### src/rtl/dmem_arbiter.sv
// Round-robin arbiter sharing one single-cycle dmem between m0 and m1.
// Optional m1 bus lock with bounded hold when DMEM_ARB_LOCK_EN is defined.
module dmem_arbiter #(
  parameter int MEM_DEPTH = 256,
  parameter int MAX_LOCK  = 4
) (
  input  logic        clk,
  input  logic        rst_n,
  input  logic        m0_req,
  input  logic        m0_we,
  input  logic [31:0] m0_addr,
  input  logic [31:0] m0_wdata,
  output logic        m0_gnt,
  output logic        m0_rvalid,
  output logic [31:0] m0_rdata,
  output logic        m0_err,
  input  logic        m1_req,
  input  logic        m1_we,
  input  logic [31:0] m1_addr,
  input  logic [31:0] m1_wdata,
`ifdef DMEM_ARB_LOCK_EN
  input  logic        m1_lock,
`endif
  output logic        m1_gnt,
  output logic        m1_rvalid,
  output logic [31:0] m1_rdata,
  output logic        m1_err,
  output logic        mem_read,
  output logic        mem_write,
  output logic [31:0] mem_addr,
  output logic [31:0] mem_wdata,
  input  logic [31:0] mem_rdata
);

  logic        prio_q, prio_d;
  logic        any_gnt;
  logic        sel_we;
  logic        sel_inr;
  logic [31:0] sel_rd;

  function automatic logic in_rng(input logic [31:0] a);
    return {2'b00, a[31:2]} < $unsigned(MEM_DEPTH);
  endfunction

  // prio_q = 0 prefers m0, 1 prefers m1
  assign m0_gnt  = rst_n & m0_req & (~m1_req | ~prio_q);
  assign m1_gnt  = rst_n & m1_req & (~m0_req | prio_q);
  assign any_gnt = m0_gnt | m1_gnt;

  always_comb begin
    sel_we    = 1'b0;
    sel_inr   = 1'b0;
    mem_addr  = '0;
    mem_wdata = '0;
    unique case (1'b1)
      m0_gnt: begin
        sel_we    = m0_we;
        sel_inr   = in_rng(m0_addr);
        mem_addr  = m0_addr;
        mem_wdata = m0_wdata;
      end
      m1_gnt: begin
        sel_we    = m1_we;
        sel_inr   = in_rng(m1_addr);
        mem_addr  = m1_addr;
        mem_wdata = m1_wdata;
      end
      default: ;
    endcase
  end

  assign mem_write = any_gnt & sel_we & sel_inr;
  assign mem_read  = any_gnt & ~sel_we & sel_inr;
  assign sel_rd    = mem_read ? mem_rdata : '0;

`ifdef DMEM_ARB_LOCK_EN
  localparam int LW = $clog2(MAX_LOCK + 1);
  logic [LW-1:0] lock_q, lock_d;

  always_comb begin
    prio_d = prio_q;
    lock_d = lock_q;
    if (m0_gnt) begin
      prio_d = 1'b1;
      lock_d = '0;
    end else if (m1_gnt && m1_lock) begin
      if (lock_q == LW'(MAX_LOCK - 1)) begin
        prio_d = 1'b0;
        lock_d = '0;
      end else begin
        prio_d = 1'b1;
        lock_d = lock_q + 1'b1;
      end
    end else if (m1_gnt) begin
      prio_d = 1'b0;
    end
    if (!m1_lock) lock_d = '0;
  end

  always_ff @(posedge clk or negedge rst_n) begin
    if (!rst_n) lock_q <= '0;
    else        lock_q <= lock_d;
  end
`else
  always_comb begin
    prio_d = prio_q;
    if (m0_gnt) prio_d = 1'b1;
    if (m1_gnt) prio_d = 1'b0;
  end
`endif

  always_ff @(posedge clk or negedge rst_n) begin
    if (!rst_n) begin
      prio_q    <= 1'b0;
      m0_rvalid <= 1'b0;
      m0_rdata  <= '0;
      m0_err    <= 1'b0;
      m1_rvalid <= 1'b0;
      m1_rdata  <= '0;
      m1_err    <= 1'b0;
    end else begin
      prio_q    <= prio_d;
      m0_rvalid <= m0_gnt;
      m1_rvalid <= m1_gnt;
      if (m0_gnt) begin
        m0_rdata <= sel_rd;
        m0_err   <= ~sel_inr;
      end
      if (m1_gnt) begin
        m1_rdata <= sel_rd;
        m1_err   <= ~sel_inr;
      end
    end
  end

endmodule

### config.mk
export PLATFORM = sky130hd
export DESIGN_NAME = dmem_arbiter
export DESIGN_NICKNAME = d
export VERILOG_FILES = /design/src/rtl/dmem_arbiter.sv
export SDC_FILE = /design/constraint.sdc
export NUM_CORES = 1
export LEC_CHECK = 0
export CORE_AREA = 2 2 117 119
export CTS_CLUSTER_SIZE = 12
export DETAILED_ROUTE_END_ITERATION = 12
export DIE_AREA = 0 0 119 121
export PLACE_DENSITY = 0.72
export SKIP_LAST_GASP = 1
export SLEW_MARGIN = 40
export SYNTH_ARGS = -nofsm -noshare
export SYNTH_HDL_FRONTEND = slang
export SYNTH_SLANG_ARGS = --single-unit
### constraint.sdc
create_clock -name clk -period 3 [get_ports clk]
set_clock_uncertainty 0.15 [all_clocks]
set_input_delay 0.75 -clock clk [delete_from_list [all_inputs] [get_ports clk]]
set_output_delay 0.75 -clock clk [all_outputs]
set_load 0.03 [all_outputs]
==> results.ini, run 1 <==
[status]
status=finished clean

[power]
switching_share_pct=29.5
power_frac_comb_pct=30.8
power.leakage_nw=3.27
p_switching_mw=0.838
fin_total_pwr_mw=2.84
pwr-share-clk_pct=36.1
power_frac_seq_pct=33.1
ir_worst_vdd_mv=0.233
power_density_mw_per_mm2=372
p_int_mw=2.00

[flow_run]
cap_violations=0

[clock_network]
htreeDepth=3
clockBufferDepth=2
path_clk_slew_ns=0.05
clk-insertion-delay-late_ns=0.32
cts_sinks=69
cts_buffers=9
hold_buffers=0
clock-root-buffer=clkbuf_16
cts_tree=yes

[final_layout]
final_common_cell=clkdlybuf4s50_1
mostFrequentLayoutCells=192 x clkdlybuf4s50_1, 87 x buf_4, 69 x dfrtp_1
drive_above_1_share_pct=24.0
post-route-util_pct=58.3
nFillCells=1110
nets=889
fin_area_mm2=0.00763
areaGrowthSynthToFinish_pct=102
instances_no_fill=906

[synth]
synth_cells=406
synth-main-ff-cell=dfrtp_1
synth_seq_area_share_pct=45.8
synth.distinct_cells=26
syn_nets=572
synth_edf_count=0
syn_avg_cell_area_um2=9.29
ys_ff_latch=69
synthesis.area_mm2=0.00377
synth_warnings=0
postSynth.asyncResetShare_pct=100

[min_path]
hp-class=in -> async

[setup_path]
start_kind=input pin
crit_arrival_ns=2.07
crit_path_top_delay_cell=clkdlybuf4s50_1
cp.required_ns=2.10
cp_slowest_stage_delay_ns=0.45
critical_path_class=in -> out
crit_chain=clkdlybuf4s50_1 -> nor4_2 -> nand4_1 -> o22a_2 -> nor2_2 -> buf_6
cp-end-kind=output pin
cp_max_fo=3

[routing]
route.detailed.drc=0
dr_wl_met2_um=9350
drtAntennaViolNets=0
top_layer_used=met4
drt_iter0_drc=358
drt-total-wl_um=18000
route.met3.wl_um=1270
firstDrtPassIters=5
vias_per_cell=5.22
met1Wirelength_um=6850
num_vias=4727
post_drt_wl_per_cell_um=19.9

[global_routing]
first_global_vias=4667
grt_usage_pct=23.8
grt-ovfl-total=0
grt_antenna_before_repair=2
grt_pass1_wl_um=26600
grt_max_degree=67

[placement]
pre_cts_ws_ns=-0.204
placed_area_mm2=0.00714
portBuffers=301
gp_congestion=1.03
dp_cells=884
dp_hpwl_um=13500

[sta]
maxSlewViolCount=0
worstMarginPinSlew_ns=0.739
worst_slack_ns=0.0349
period_share_pct=98.8
max_clock_freq_ghz=0.337
finalSetupViolCount=0
timing.hold.ws_ns=0.0948
rsz0062_at_grt=false
final_hold_viol_count=0
post-route-min-period_ns=2.97
maxSlewHeadroom_pct=50.7
tns_ns=0

[die]
io_pins=302
die_h_um=121
core-area_mm2=0.0131
start_util_pct=28.8
rows=42
fp.dieArea_mm2=0.0144
dieWidth_um=119

[layout make-up]
class                      count  area [µm²]  area share [%]
clock inverter                 3        18.8           0.246
antenna                        2        5.00          0.0656
timing repair buffer         353        3510            46.0
multi-input combinational    288        1860            24.4
sequential                    69        1730            22.6
inverter                       2        20.0           0.262
clock buffer                  13         270            3.54
tap                          176         220            2.89
[cell usage after synthesis (all sizes together), types with 2 or more instances]
master,count,area (µm²)
a21oi,2,13.8
a22o,64,561
and2,2,12.5
buf,18,125
clkbuf,29,109
dfrtp,69,1730
inv,2,7.51
mux2,2,22.5
nand2,67,254
nand3,2,10.0
nand4,68,425
nor2,4,15.0
nor4,10,75.1
o21ai,64,388
[logic make-up (layout without fill, tap and decap cells)]
logic type	after synthesis	in the layout	share of synthesized area, %
simple gates	154	154	21.2
compound gates	132	132	26.0
flops	69	69	45.8
buf+inv	49	371	6.40
mux	2	2	0.597
other cells	0	2	0
[registers in the layout (all words and copies together), names as in the netlist]
signal / cells
m0_err: 1
m1_rdata: 32
m1_err: 1
m0_rdata: 32
m1_rvalid: 1
prio_q: 1
m0_rvalid: 1
[power groups by stage]
stage	combinational (mW)	sequential [mW]	clock [mW]
CTS	0.857	0.938	1.03
global route	0.917	0.939	1.08
finish	0.875	0.939	1.02
detailed placement	0.847	0.955	0
global placement	0.843	0.955	0
floorplan	0.335	0.959	0
[worst max-delay path, delay by kind of cell]
family          cells  cell delay, ns
compound gates      1            0.26
buf+inv             2            0.59
simple gates        3            0.46
[layer usage]
metal	up-vias	track usage (%)
met5	-	0
met4	0	9.45
met3	26	5.64
met2	226	41.7
met1	2286	28.1
li1	2189	-
[worst paths after layout]
path | from | end | slack [ns] | depth (start not counted)
min reg2reg | m1_rdata[16] | m1_rdata[16] | 0.33 | 2
min | rst_n | m0_rdata[22] | 0.09 | 1
max | m0_addr[22] | mem_read | 0.03 | 6
min in group clk | m1_rdata[16] | m1_rdata[16] | 0.33 | 2
max in group asynchronous | rst_n | m1_rdata[27] | 1.83 | 2
max reg2reg | prio_q | m1_rdata[29] | 0.72 | 6
[timing repair]
item	in CTS	in global routing
buffers inserted	0	1
pin swaps	17	14
endpoints found under the setup margin	60	56
gates cloned	1	2
endpoints found under the hold margin	0	0
resized for setup	55	18
Power figures use the tool's default switching activity.
==> run 2, diff against run 1 <==
Settings changed: ABC_AREA set to 1, CORE_AREA 2 2 117 119 to 2 2 116 118, DIE_AREA 0 0 119 121 to 0 0 118 120.
==> results.ini, run 2 <==
[sta]
maxSlewViolCount=0
timing.hold.ws_ns=0.327
period_share_pct=99.5
worst_slack_ns=0.0158
final_hold_viol_count=0
maxSlewHeadroom_pct=57.6
max_clock_freq_ghz=0.335
worstMarginPinSlew_ns=0.635
finalSetupViolCount=0
rsz0062_at_grt=true
post-route-min-period_ns=2.98
tns_ns=0

[routing]
drt-total-wl_um=18900
top_layer_used=met4
post_drt_wl_per_cell_um=19.8
drtAntennaViolNets=0
route.detailed.drc=0
drt_iter0_drc=387
dr_wl_met2_um=9120
route.met3.wl_um=1910
num_vias=4752
met1Wirelength_um=7700
firstDrtPassIters=4
vias_per_cell=4.98

[synth]
yosys.area.top_type=dfrtp_1
synth_warnings=0
ys_top_cells_by_area=dfrtp_1 47%, nand2_1 16%, a22o_1 11%, nand4_1 11%, inv_1 3.3%
synth_cells=461
synth.distinct_cells=16
synth_edf_count=0
synthesis.area_mm2=0.00371
yosys.area.top_type_share_pct=46.5
syn_avg_cell_area_um2=8.05
yosysMostFrequentCell=nand2_1
ys_ff_latch=69
syn_nets=627
synth_seq_area_share_pct=46.5
postSynth.asyncResetShare_pct=100
yosys-top-cells-count=158 x nand2_1, 69 x dfrtp_1, 64 x nand4_1
synth-main-ff-cell=dfrtp_1

[power]
power_frac_seq_pct=31.3
ir_worst_vdd_mv=0.303
power_density_mw_per_mm2=389
power.leakage_nw=3.70
p_int_mw=2.14
power_frac_comb_pct=31.3
switching_share_pct=29.4
p_switching_mw=0.890
pwr-share-clk_pct=37.4

[clock_network]
clock-root-buffer=clkbuf_16
clockBufferDepth=2
cts_tree=yes
cts_buffers=9
cts_sinks=69
path_clk_slew_ns=0.06
clk-insertion-delay-late_ns=0.32
htreeDepth=3

[final_layout]
final_common_cell=clkdlybuf4s50_1
n_antenna_cell=0
nFillCells=1110
drive_above_1_share_pct=19.3
areaGrowthSynthToFinish_pct=110
regArea_mm2=0.00173
mostFrequentLayoutCells=230 x clkdlybuf4s50_1, 153 x nand2_1, 69 x dfrtp_1
nets=940
multi_input_area_mm2=0.00174
fin_area_mm2=0.00779
instances_no_fill=955
reg_top3=m0_rdata (32), m1_rdata (32)

[die]
rows=42
die_h_um=120
core-area_mm2=0.0130
fp.dieArea_mm2=0.0142
dieWidth_um=118
start_util_pct=28.6
io_pins=302

[placement]
dp_cells=919
placed_area_mm2=0.00709
gp_congestion=0.989
portBuffers=301
pre_cts_ws_ns=-0.202
dp_hpwl_um=13900

[global_routing]
grt_max_degree=70
grt_pass1_wl_um=28000
first_global_vias=4832
grt_antenna_before_repair=0
grt_usage_pct=25.3
grt-ovfl-total=0

[setup_path]
crit_arrival_ns=2.08
crit_path_top_delay_cell=dlygate4sd2_1
cp-end-kind=output pin
worst-path-stages=8
cp_slowest_stage_delay_ns=0.27
cp_max_fo=9
critical_path_class=in -> out
cp.required_ns=2.10
crit_buf_inv=6
path_delay_family=buffers and inverters
crit_chain=dlygate4sd2_1 -> buf_4 -> a21oi_4 -> buf_12 -> inv_4 -> buf_12 -> o22ai_1 -> buf_4
start_kind=input pin
rr_worst_depth=15

[status]
status=finished clean

[flow_run]
cap_violations=0

[min_path]
hold-path-cell-count=2
hp-class=reg -> reg

==> run 2: cell types whose count changed in the layout (fill, tap and decap cells not counted), moves of 25 or more <==
cell and delta:
buf_4 -25, clkdlybuf4s50_1 +38, dlygate4sd2_1 -29, inv_1 +31, nand2_1 +88, o21ai_0 -43
==> run 2: layout make-up <==
class / instances / area share (%)
Clock buffer: 10 / 2.94
Multi-Input combinational cell: 315 / 22.3
Clock inverter: 6 / 1.12
Tap cell: 176 / 2.83
Inverter: 35 / 1.72
Timing Repair Buffer: 344 / 46.9
Sequential cell: 69 / 22.2
==> run 2: cells by family (layout without fill, tap and decap cells) <==
group           after synthesis  after routing  synth area share (%)
compound gates               71             71                  15.3
buf+inv                      77            395                  9.10
flops                        69             69                  46.5
simple gates                244            244                  29.1
==> run 2: timing repair <==
item | CTS | global route
setup endpoints to repair | 67 | 55
cloned | 1 | 2
pin swaps | 4 | 2
setup buffers | 14 | 3
resized for setup | 27 | 16
hold buffers | 0 | 0
==> run 2: power groups by stage <==
stage	combinational, mW	clock (mW)	sequential [mW]
floorplan	0.343	0	0.977
global placement	0.881	0	0.963
detailed placement	0.885	0	0.964
CTS	0.924	1.15	0.947
global route	0.993	1.20	0.948
finish	0.947	1.13	0.948
==> run 2: worst register-to-register path, cell delays in order (launching register included) <==
cell and delay, ns:
dfrtp_1 0.40, inv_1 0.11, a21oi_4 0.21, inv_2 0.09, nor2_2 0.12, nand2_2 0.09, buf_4 0.14, buf_4 0.12
buf_4 0.12, buf_4 0.12, buf_4 0.12, buf_4 0.13, nand2_4 0.10, buf_12 0.17, nand4_1 0.10, nand2_1 0.11
==> run 2: stage by stage <==
step | utilization [%] | power [mW]
after floorplan | - | 1.32
after global placement | 54.6 | 1.84
after detailed placement | 54.6 | 1.85
after CTS | 58.9 | 3.02
after global routing | 60.0 | 3.14
final | 60.0 | 3.03
==> run 2: worst paths after layout <==
check / endpoint / slack [ns] / from
max in group asynchronous: m1_rdata[30] / 1.83 / rst_n
setup / recovery: mem_addr[22] / 0.02 / m1_req
min in group asynchronous: m0_rdata[17] / 0.41 / rst_n
hold reg to reg: m0_rdata[27] / 0.33 / m0_rdata[27]
setup reg to reg: m0_rdata[12] / 0.54 / prio_q
hold / removal: m0_rdata[27] / 0.33 / m0_rdata[27]
==> run 2: metal layers <==
metal / vias to the layer above / track usage (%)
li1: 2208 / -
met1: 2277 / 31.3
met2: 254 / 42.4
met3: 13 / 10.0
met4: 0 / 3.69
met5: - / 0
